### src/rtl/physics_pkg.sv
// Shared types and helpers for the obstacle sweep sequencer and the collision engine.
// Holds the sweep state encoding, default widths, vertex-bus unpackers and a saturating adder.
package physics_pkg;

    typedef enum logic [2:0] {
        S_IDLE,
        S_FETCH,
        S_LOAD,
        S_START,
        S_WAIT,
        S_NEXT,
        S_DONE
    } sweep_state_t;

    localparam int POSITION_SIZE     = 8;
    localparam int VELOCITY_SIZE     = 8;
    localparam int ACCELERATION_SIZE = 8;
    localparam int NUM_VERTICES      = 5;
    localparam int MAX_OBSTACLES     = 16;
    localparam int OBS_AW            = $clog2(MAX_OBSTACLES);
    localparam int NV_W              = $clog2(NUM_VERTICES) + 1;
    localparam int VERT_W            = 2 * NUM_VERTICES * POSITION_SIZE;

    // Vertex bus layout is {y[N-1..0], x[N-1..0]}, x[0] in the least significant slot.
    function automatic logic [POSITION_SIZE-1:0] vert_x(input logic [VERT_W-1:0] verts,
                                                         input int i);
        return verts[i*POSITION_SIZE +: POSITION_SIZE];
    endfunction

    function automatic logic [POSITION_SIZE-1:0] vert_y(input logic [VERT_W-1:0] verts,
                                                         input int i);
        return verts[(NUM_VERTICES + i)*POSITION_SIZE +: POSITION_SIZE];
    endfunction

    // Adds two sign-extended operands and clamps the result to a signed w-bit range.
    function automatic logic signed [31:0] sat_add(input logic signed [31:0] a,
                                                   input logic signed [31:0] b,
                                                   input int w);
        longint s;
        longint hi;
        longint lo;
        s  = longint'(a) + longint'(b);
        hi = (longint'(1) <<< (w - 1)) - 1;
        lo = -(longint'(1) <<< (w - 1));
        if (s > hi) begin
            s = hi;
        end else if (s < lo) begin
            s = lo;
        end
        return 32'(s);
    endfunction

endpackage

### src/rtl/obstacle_sweep.sv
// Walks the obstacle table once per physics step, launching the collision engine per obstacle
// and chaining its post-collision state into the next launch; reports one final result.
module obstacle_sweep #(
    parameter int POSITION_SIZE     = 8,
    parameter int VELOCITY_SIZE     = 8,
    parameter int ACCELERATION_SIZE = 8,
    parameter int NUM_VERTICES      = 5,
    parameter int MAX_OBSTACLES     = 16
) (
    input  logic                                       clk_in,
    input  logic                                       rst_in,
    input  logic                                       begin_in,
    input  logic [$clog2(MAX_OBSTACLES):0]             num_obstacles_in,
    input  logic [POSITION_SIZE-1:0]                   pos_x_in,
    input  logic [POSITION_SIZE-1:0]                   pos_y_in,
    input  logic [VELOCITY_SIZE-1:0]                   vel_x_in,
    input  logic [VELOCITY_SIZE-1:0]                   vel_y_in,
    input  logic [POSITION_SIZE-1:0]                   dx_in,
    input  logic [POSITION_SIZE-1:0]                   dy_in,
    output logic [$clog2(MAX_OBSTACLES)-1:0]           obs_addr_out,
    input  logic [2*NUM_VERTICES*POSITION_SIZE-1:0]    obs_vert_in,
    input  logic [$clog2(NUM_VERTICES):0]              obs_nv_in,
    output logic                                       coll_begin_out,
    output logic [2*NUM_VERTICES*POSITION_SIZE-1:0]    coll_obstacle_out,
    output logic [$clog2(NUM_VERTICES):0]              coll_nv_out,
    output logic [POSITION_SIZE-1:0]                   coll_pos_x_out,
    output logic [POSITION_SIZE-1:0]                   coll_pos_y_out,
    output logic [VELOCITY_SIZE-1:0]                   coll_vel_x_out,
    output logic [VELOCITY_SIZE-1:0]                   coll_vel_y_out,
    output logic [POSITION_SIZE-1:0]                   coll_dx_out,
    output logic [POSITION_SIZE-1:0]                   coll_dy_out,
    input  logic                                       coll_result_in,
    input  logic                                       coll_was_collision_in,
    input  logic [POSITION_SIZE-1:0]                   coll_x_new_in,
    input  logic [POSITION_SIZE-1:0]                   coll_y_new_in,
    input  logic [VELOCITY_SIZE-1:0]                   coll_vx_new_in,
    input  logic [VELOCITY_SIZE-1:0]                   coll_vy_new_in,
    input  logic [POSITION_SIZE-1:0]                   coll_x_int_in,
    input  logic [POSITION_SIZE-1:0]                   coll_y_int_in,
    input  logic [ACCELERATION_SIZE-1:0]               coll_ax_in,
    input  logic [ACCELERATION_SIZE-1:0]               coll_ay_in,
    output logic                                       busy_out,
    output logic                                       done_out,
    output logic [POSITION_SIZE-1:0]                   x_out,
    output logic [POSITION_SIZE-1:0]                   y_out,
    output logic [VELOCITY_SIZE-1:0]                   vel_x_out,
    output logic [VELOCITY_SIZE-1:0]                   vel_y_out,
    output logic [ACCELERATION_SIZE-1:0]               acc_x_out,
    output logic [ACCELERATION_SIZE-1:0]               acc_y_out,
    output logic                                       any_collision_out
);
    import physics_pkg::*;

    localparam int OBS_W  = $clog2(MAX_OBSTACLES);
    localparam int NVW    = $clog2(NUM_VERTICES) + 1;
    localparam int VERTW  = 2 * NUM_VERTICES * POSITION_SIZE;

    sweep_state_t state_reg;
    sweep_state_t state_next;

    logic [OBS_W-1:0]             idx_reg;
    logic [OBS_W:0]               num_reg;
    logic [POSITION_SIZE-1:0]     cp_x_reg, cp_y_reg;
    logic [VELOCITY_SIZE-1:0]     cv_x_reg, cv_y_reg;
    logic [POSITION_SIZE-1:0]     cd_x_reg, cd_y_reg;
    logic [ACCELERATION_SIZE-1:0] acc_x_reg, acc_y_reg;
    logic [POSITION_SIZE-1:0]     fin_x_reg, fin_y_reg;
    logic                         hit_reg;
    logic [VERTW-1:0]             obs_reg;
    logic [NVW-1:0]               nv_reg;

    logic [POSITION_SIZE-1:0]     x_out_reg, y_out_reg;
    logic [VELOCITY_SIZE-1:0]     vel_x_out_reg, vel_y_out_reg;
    logic [ACCELERATION_SIZE-1:0] acc_x_out_reg, acc_y_out_reg;
    logic                         any_reg;
    logic                         done_reg;

    logic                         nv_ok;
    logic                         last_obs;
    logic [POSITION_SIZE-1:0]     d_x_sat, d_y_sat;
    logic [ACCELERATION_SIZE-1:0] acc_x_sum, acc_y_sum;

    // Polygons need at least three vertices and must fit the vertex bus.
    assign nv_ok    = (obs_nv_in >= NVW'(3)) && (obs_nv_in <= NVW'(NUM_VERTICES));
    assign last_obs = ({1'b0, idx_reg} == (num_reg - 1'b1));

    // Residual displacement after a hit is new-int, widened so it cannot wrap before clamping.
    always_comb begin
        d_x_sat   = POSITION_SIZE'(sat_add(32'(signed'(coll_x_new_in)),
                                           -32'(signed'(coll_x_int_in)), POSITION_SIZE));
        d_y_sat   = POSITION_SIZE'(sat_add(32'(signed'(coll_y_new_in)),
                                           -32'(signed'(coll_y_int_in)), POSITION_SIZE));
        acc_x_sum = ACCELERATION_SIZE'(sat_add(32'(signed'(acc_x_reg)),
                                               32'(signed'(coll_ax_in)), ACCELERATION_SIZE));
        acc_y_sum = ACCELERATION_SIZE'(sat_add(32'(signed'(acc_y_reg)),
                                               32'(signed'(coll_ay_in)), ACCELERATION_SIZE));
    end

    always_ff @(posedge clk_in) begin
        if (rst_in) begin
            state_reg <= S_IDLE;
        end else begin
            state_reg <= state_next;
        end
    end

    always_comb begin
        state_next     = state_reg;
        coll_begin_out = 1'b0;
        busy_out       = (state_reg != S_IDLE);
        case (state_reg)
            S_IDLE: begin
                if (begin_in) begin
                    state_next = (num_obstacles_in == '0) ? S_DONE : S_FETCH;
                end
            end
            S_FETCH: state_next = S_LOAD;
            S_LOAD:  state_next = nv_ok ? S_START : S_NEXT;
            S_START: begin
                coll_begin_out = 1'b1;
                state_next     = S_WAIT;
            end
            S_WAIT: begin
                if (coll_result_in) begin
                    state_next = S_NEXT;
                end
            end
            S_NEXT:  state_next = last_obs ? S_DONE : S_FETCH;
            S_DONE:  state_next = S_IDLE;
            default: state_next = S_IDLE;
        endcase
    end

    always_ff @(posedge clk_in) begin
        if (rst_in) begin
            idx_reg       <= '0;
            num_reg       <= '0;
            cp_x_reg      <= '0;
            cp_y_reg      <= '0;
            cv_x_reg      <= '0;
            cv_y_reg      <= '0;
            cd_x_reg      <= '0;
            cd_y_reg      <= '0;
            acc_x_reg     <= '0;
            acc_y_reg     <= '0;
            fin_x_reg     <= '0;
            fin_y_reg     <= '0;
            hit_reg       <= 1'b0;
            obs_reg       <= '0;
            nv_reg        <= '0;
            x_out_reg     <= '0;
            y_out_reg     <= '0;
            vel_x_out_reg <= '0;
            vel_y_out_reg <= '0;
            acc_x_out_reg <= '0;
            acc_y_out_reg <= '0;
            any_reg       <= 1'b0;
            done_reg      <= 1'b0;
        end else begin
            done_reg <= (state_reg == S_DONE);
            case (state_reg)
                S_IDLE: begin
                    if (begin_in) begin
                        idx_reg   <= '0;
                        num_reg   <= num_obstacles_in;
                        cp_x_reg  <= pos_x_in;
                        cp_y_reg  <= pos_y_in;
                        cv_x_reg  <= vel_x_in;
                        cv_y_reg  <= vel_y_in;
                        cd_x_reg  <= dx_in;
                        cd_y_reg  <= dy_in;
                        acc_x_reg <= '0;
                        acc_y_reg <= '0;
                        hit_reg   <= 1'b0;
                        // Unobstructed end point; replaced by the engine's position on a hit.
                        fin_x_reg <= pos_x_in + dx_in;
                        fin_y_reg <= pos_y_in + dy_in;
                    end
                end
                S_LOAD: begin
                    if (nv_ok) begin
                        obs_reg <= obs_vert_in;
                        nv_reg  <= obs_nv_in;
                    end
                end
                S_WAIT: begin
                    if (coll_result_in && coll_was_collision_in) begin
                        cp_x_reg  <= coll_x_int_in;
                        cp_y_reg  <= coll_y_int_in;
                        cv_x_reg  <= coll_vx_new_in;
                        cv_y_reg  <= coll_vy_new_in;
                        cd_x_reg  <= d_x_sat;
                        cd_y_reg  <= d_y_sat;
                        acc_x_reg <= acc_x_sum;
                        acc_y_reg <= acc_y_sum;
                        fin_x_reg <= coll_x_new_in;
                        fin_y_reg <= coll_y_new_in;
                        hit_reg   <= 1'b1;
                    end
                end
                S_NEXT: begin
                    if (!last_obs) begin
                        idx_reg <= idx_reg + 1'b1;
                    end
                end
                S_DONE: begin
                    x_out_reg     <= fin_x_reg;
                    y_out_reg     <= fin_y_reg;
                    vel_x_out_reg <= cv_x_reg;
                    vel_y_out_reg <= cv_y_reg;
                    acc_x_out_reg <= acc_x_reg;
                    acc_y_out_reg <= acc_y_reg;
                    any_reg       <= hit_reg;
                end
                default: ;
            endcase
        end
    end

    assign obs_addr_out      = idx_reg;
    assign coll_obstacle_out = obs_reg;
    assign coll_nv_out       = nv_reg;
    assign coll_pos_x_out    = cp_x_reg;
    assign coll_pos_y_out    = cp_y_reg;
    assign coll_vel_x_out    = cv_x_reg;
    assign coll_vel_y_out    = cv_y_reg;
    assign coll_dx_out       = cd_x_reg;
    assign coll_dy_out       = cd_y_reg;
    assign done_out          = done_reg;
    assign x_out             = x_out_reg;
    assign y_out             = y_out_reg;
    assign vel_x_out         = vel_x_out_reg;
    assign vel_y_out         = vel_y_out_reg;
    assign acc_x_out         = acc_x_out_reg;
    assign acc_y_out         = acc_y_out_reg;
    assign any_collision_out = any_reg;

endmodule

### config.mk
export PLATFORM = sky130hd
export DESIGN_NAME = obstacle_sweep
export DESIGN_NICKNAME = d
export VERILOG_FILES = /design/src/rtl/physics_pkg.sv /design/src/rtl/obstacle_sweep.sv
export SDC_FILE = /design/constraint.sdc
export NUM_CORES = 1
export LEC_CHECK = 0
export BUFFER_PORTS_ARGS = -buffer_cell sky130_fd_sc_hd__buf_2
export CORE_ASPECT_RATIO = 1.5
export CORE_MARGIN = 2
export CORE_UTILIZATION = 51
export DETAILED_ROUTE_END_ITERATION = 12
export PLACE_DENSITY = 0.82
export SYNTH_ARGS = -nofsm -noshare
export SYNTH_HDL_FRONTEND = slang
export SYNTH_SLANG_ARGS = --single-unit
### constraint.sdc
create_clock -name clk_in -period 7.1 [get_ports clk_in]
set_input_delay 1.775 -clock clk_in [delete_from_list [all_inputs] [get_ports clk_in]]
set_output_delay 1.775 -clock clk_in [all_outputs]
set_load 0.01 [all_outputs]
==> summary.txt <==
Worst setup path
  – Reg-to-Reg Start: state_reg[2]
  – CP Capture Type: flip-flop
  – CP startpoint: coll_y_new_in[2]
  – Critical Path AT: 6300 ps
  – Critical Path Fanout Max: 7
  – Slowest stage cell, crit path: or4_1
  – Critical path cell sequence: buf_2, ha_1, nor2b_1, o31a_2, o31a_2, o21ai_0, nand2b_1, fa_1, inv_1, fa_1, nor2_1, nand4_1, or4_1, o31a_1, or3b_1, a221oi_2
  – Req. time, crit path: 7520 ps
  – Crit path kind: input pin to flip-flop
  – Slowest Stage Delay on Critical Path: 540 ps
  – CP Launch Type: input pin

Job
  – Max-cap violations: 0

Floorplanning
  – Die ar.: 23900 sq um
  – Cell Rows: 67
  – Starting Density: 51.7%
  – Chip height: 188 um
  – Die X: 127 um
  – Number of I/O pins: 394
  – Core Box Area: 22300 sq um

Timing
  – Fmax: 170 MHz
  – Max_slew headroom: 24.1%
  – Final Setup Violations: 0
  – Pins Over Slew Limit: 0
  – Setup TNS: 0 ps
  – Crit path time final: 5890 ps
  – Final Cycle Share: 82.9%
  – Post-Route Skew: 13.8 ps
  – Endpoints failing hold: 0
  – RSZ-0062 raised after global routing: false
  – Pin slew with the least headroom to its limit: 1140 ps

Synth
  – Seq/Total Area, Yosys: 39.4%
  – Ys Warns: 0
  – Flops & latches, synth: 227
  – Ys flop type: dfxtp_1
  – Synth area leaders: dfxtp_1, nand2_1, a21oi_1
  – Post-Syn Area: 11500 sq um
  – Async SR Flop Fraction: 0%
  – Synth Area per Inst: 8.15 sq um
  – Cells after Synth: 1415
  – Post-synth EDFFs: 0
  – Netlist cell types: 71
  – Syn_nets: 1707
  – Synth top area share: 39.4%
  – Largest area contributor in the netlist: dfxtp_1

Clock tree
  – Cts hold-fix bufs: 0
  – TritonCTS Buffers: 23
  – # resized after CTS: 0
  – H-Tree Depth: 1
  – Setup bufs post-CTS: 0
  – CTS Buffer Depth: 3
  – CTS tree: yes
  – Worst-Skew Late Latency: 510 ps
  – Root Buffer: clkbuf_16
  – Reg clk slew, reported paths: 70 ps
  – Clock Sinks: 227

Routing
  – Initial drt markers: 686
  – Via density: 5.60
  – Via count: 11500
  – Drt pass-1 iters: 5
  – Routed WL: 35.6 mm
  – Drt wl/cell: 17.3 um
  – Final ANT Viol Nets: 0
  – Residual DRC: 0

Hold path
  – Worst Min Path Start: vel_y_out[3]
  – Hold Crit Class: flip-flop to flip-flop

Placement
  – Port Buf Inserts: 393
  – Placed Area: 13600 sq um
  – HPWL after detailed placement: 25.9 mm
  – Routability Congestion: 0.930

Power
  – Switching share of power: 28.1%
  – Comb pwr share: 18.6%
  – Reg power frac: 41.9%
  – Cell-internal power: 2.37 mW
  – Leakage: 6.39 nW
  – Maximum VDD drop: 0.000170 V
  – Cell Pwr Density: 229 nW/um^2
  – Clock group share of total power: 39.5%
  – P_sw: 0.928 mW

Outcome
  – Status: complete, no violations

Global routing
  – Antenna violations before repair: 1
  – Vias in the first global route: 11000
  – First-pass GRT wire length: 55.3 mm
  – Gr usage total: 28.1%
  – Largest net degree at the start of global routing: 128
  – Grt total ovfl: 0

Layout
  – Final net count: 2050
  – Post-route cell area: 14400 sq um
  – Max FFs per register: 80
  – Layout area overhead: 25.0%
  – Share of cells above drive strength 1: 26.5%
power groups by stage:
stage / clock (mW) / combinational, mW / sequential (mW)
after CTS: 1.32 / 0.610 / 1.38
final: 1.30 / 0.613 / 1.38
after global routing: 1.37 / 0.677 / 1.39
after detailed placement: 0 / 0.606 / 1.41
after floorplan: 0 / 0.373 / 1.42
after global placement: 0 / 0.588 / 1.41
path summary, 6_finish.rpt:
path	end	slack [ps]	depth (start not counted)
max	coll_dy_out[5]	1210	16
min	vel_y_out[3]	450	2
max reg2reg	acc_x_reg[5]	3230	6
min reg2reg	vel_y_out[3]	450	2
per-layer routing:
metal | vias to the layer above | global-route usage, % | share of wire (%)
li1 | 5570 | - | -
met1 | 5392 | 32.2 | 39
met2 | 423 | 51.1 | 51
met3 | 112 | 4.86 | 6.4
met4 | 0 | 11.8 | 4.3
met5 | - | 0 | 0
final cells by class:
cell class	count	area, sq um
flip-flops and latches	227	4540
well taps	276	345
inverters	46	173
multi-input cells	1059	6500
diodes	1	2.50
clock buffers	28	634
fillers	1934	7880
clock inverters	14	185
repair buffers	401	2030
synthesized netlist by cell type (15+ instances only):
cell,number
a21oi_1,167
a221oi_1,15
a311oi_1,36
clkbuf_1,75
dfxtp_1,227
fa_1,38
ha_1,48
inv_1,46
nand2_1,386
nor2_1,86
nor3_1,25
o21ai_0,45
xnor2_1,20
cell families after synthesis:
| kind of cell | after synthesis | share of synthesized area [%] |
|---|---|---|
| compound gates | 359 | 20.2 |
| xor+xnor | 26 | 2.09 |
| fa+ha+maj | 89 | 12.1 |
| buf+inv | 129 | 4.51 |
| flops | 227 | 39.4 |
| mux | 2 | 0.174 |
| simple gates | 583 | 21.5 |
per-stage QoR:
step	total power, mW	setup slack, ps	std cells	hold WS, ps	utilization, %
after floorplan	1.79	1320	1415	429	-
after global placement	2.00	916	2009	439	61.0
after detailed placement	2.02	777	2009	443	61.0
after CTS	3.31	1290	2051	451	64.6
after global routing	3.43	1040	2052	467	64.6
final	3.30	1210	2052	449	64.6
placed cells by master, fill, tap and decap left out, types with 5 or more instances in the layout:
cell type,Yosys,routed
a211oi_1,14,14
a21o_1,8,8
a21oi_1,167,167
a221o_1,9,9
a221oi_1,15,15
a311oi_1,36,36
buf_2,1,392
buf_4,0,8
clkbuf_16,0,23
clkinv_2,0,5
dfxtp_1,227,227
fa_1,38,38
ha_1,48,48
inv_1,46,46
nand2_1,386,385
nand2b_1,11,11
nand3_1,13,13
nand4_1,7,7
nor2_1,86,84
nor2b_1,11,11
nor3_1,25,24
o21a_1,14,14
o21ai_0,45,45
or2_2,5,5
or3_1,6,5
xnor2_1,20,20
xor2_1,5,5
critical path: cells and delay by family:
kind,cells,cell delay (ps)
buffers and inverters,2,200
adders and majority gates,3,1140
AOI/OAI and AO/OA,5,1630
and+or+nand+nor,6,1550
No activity file was read; power rests on OpenSTA's default activity.
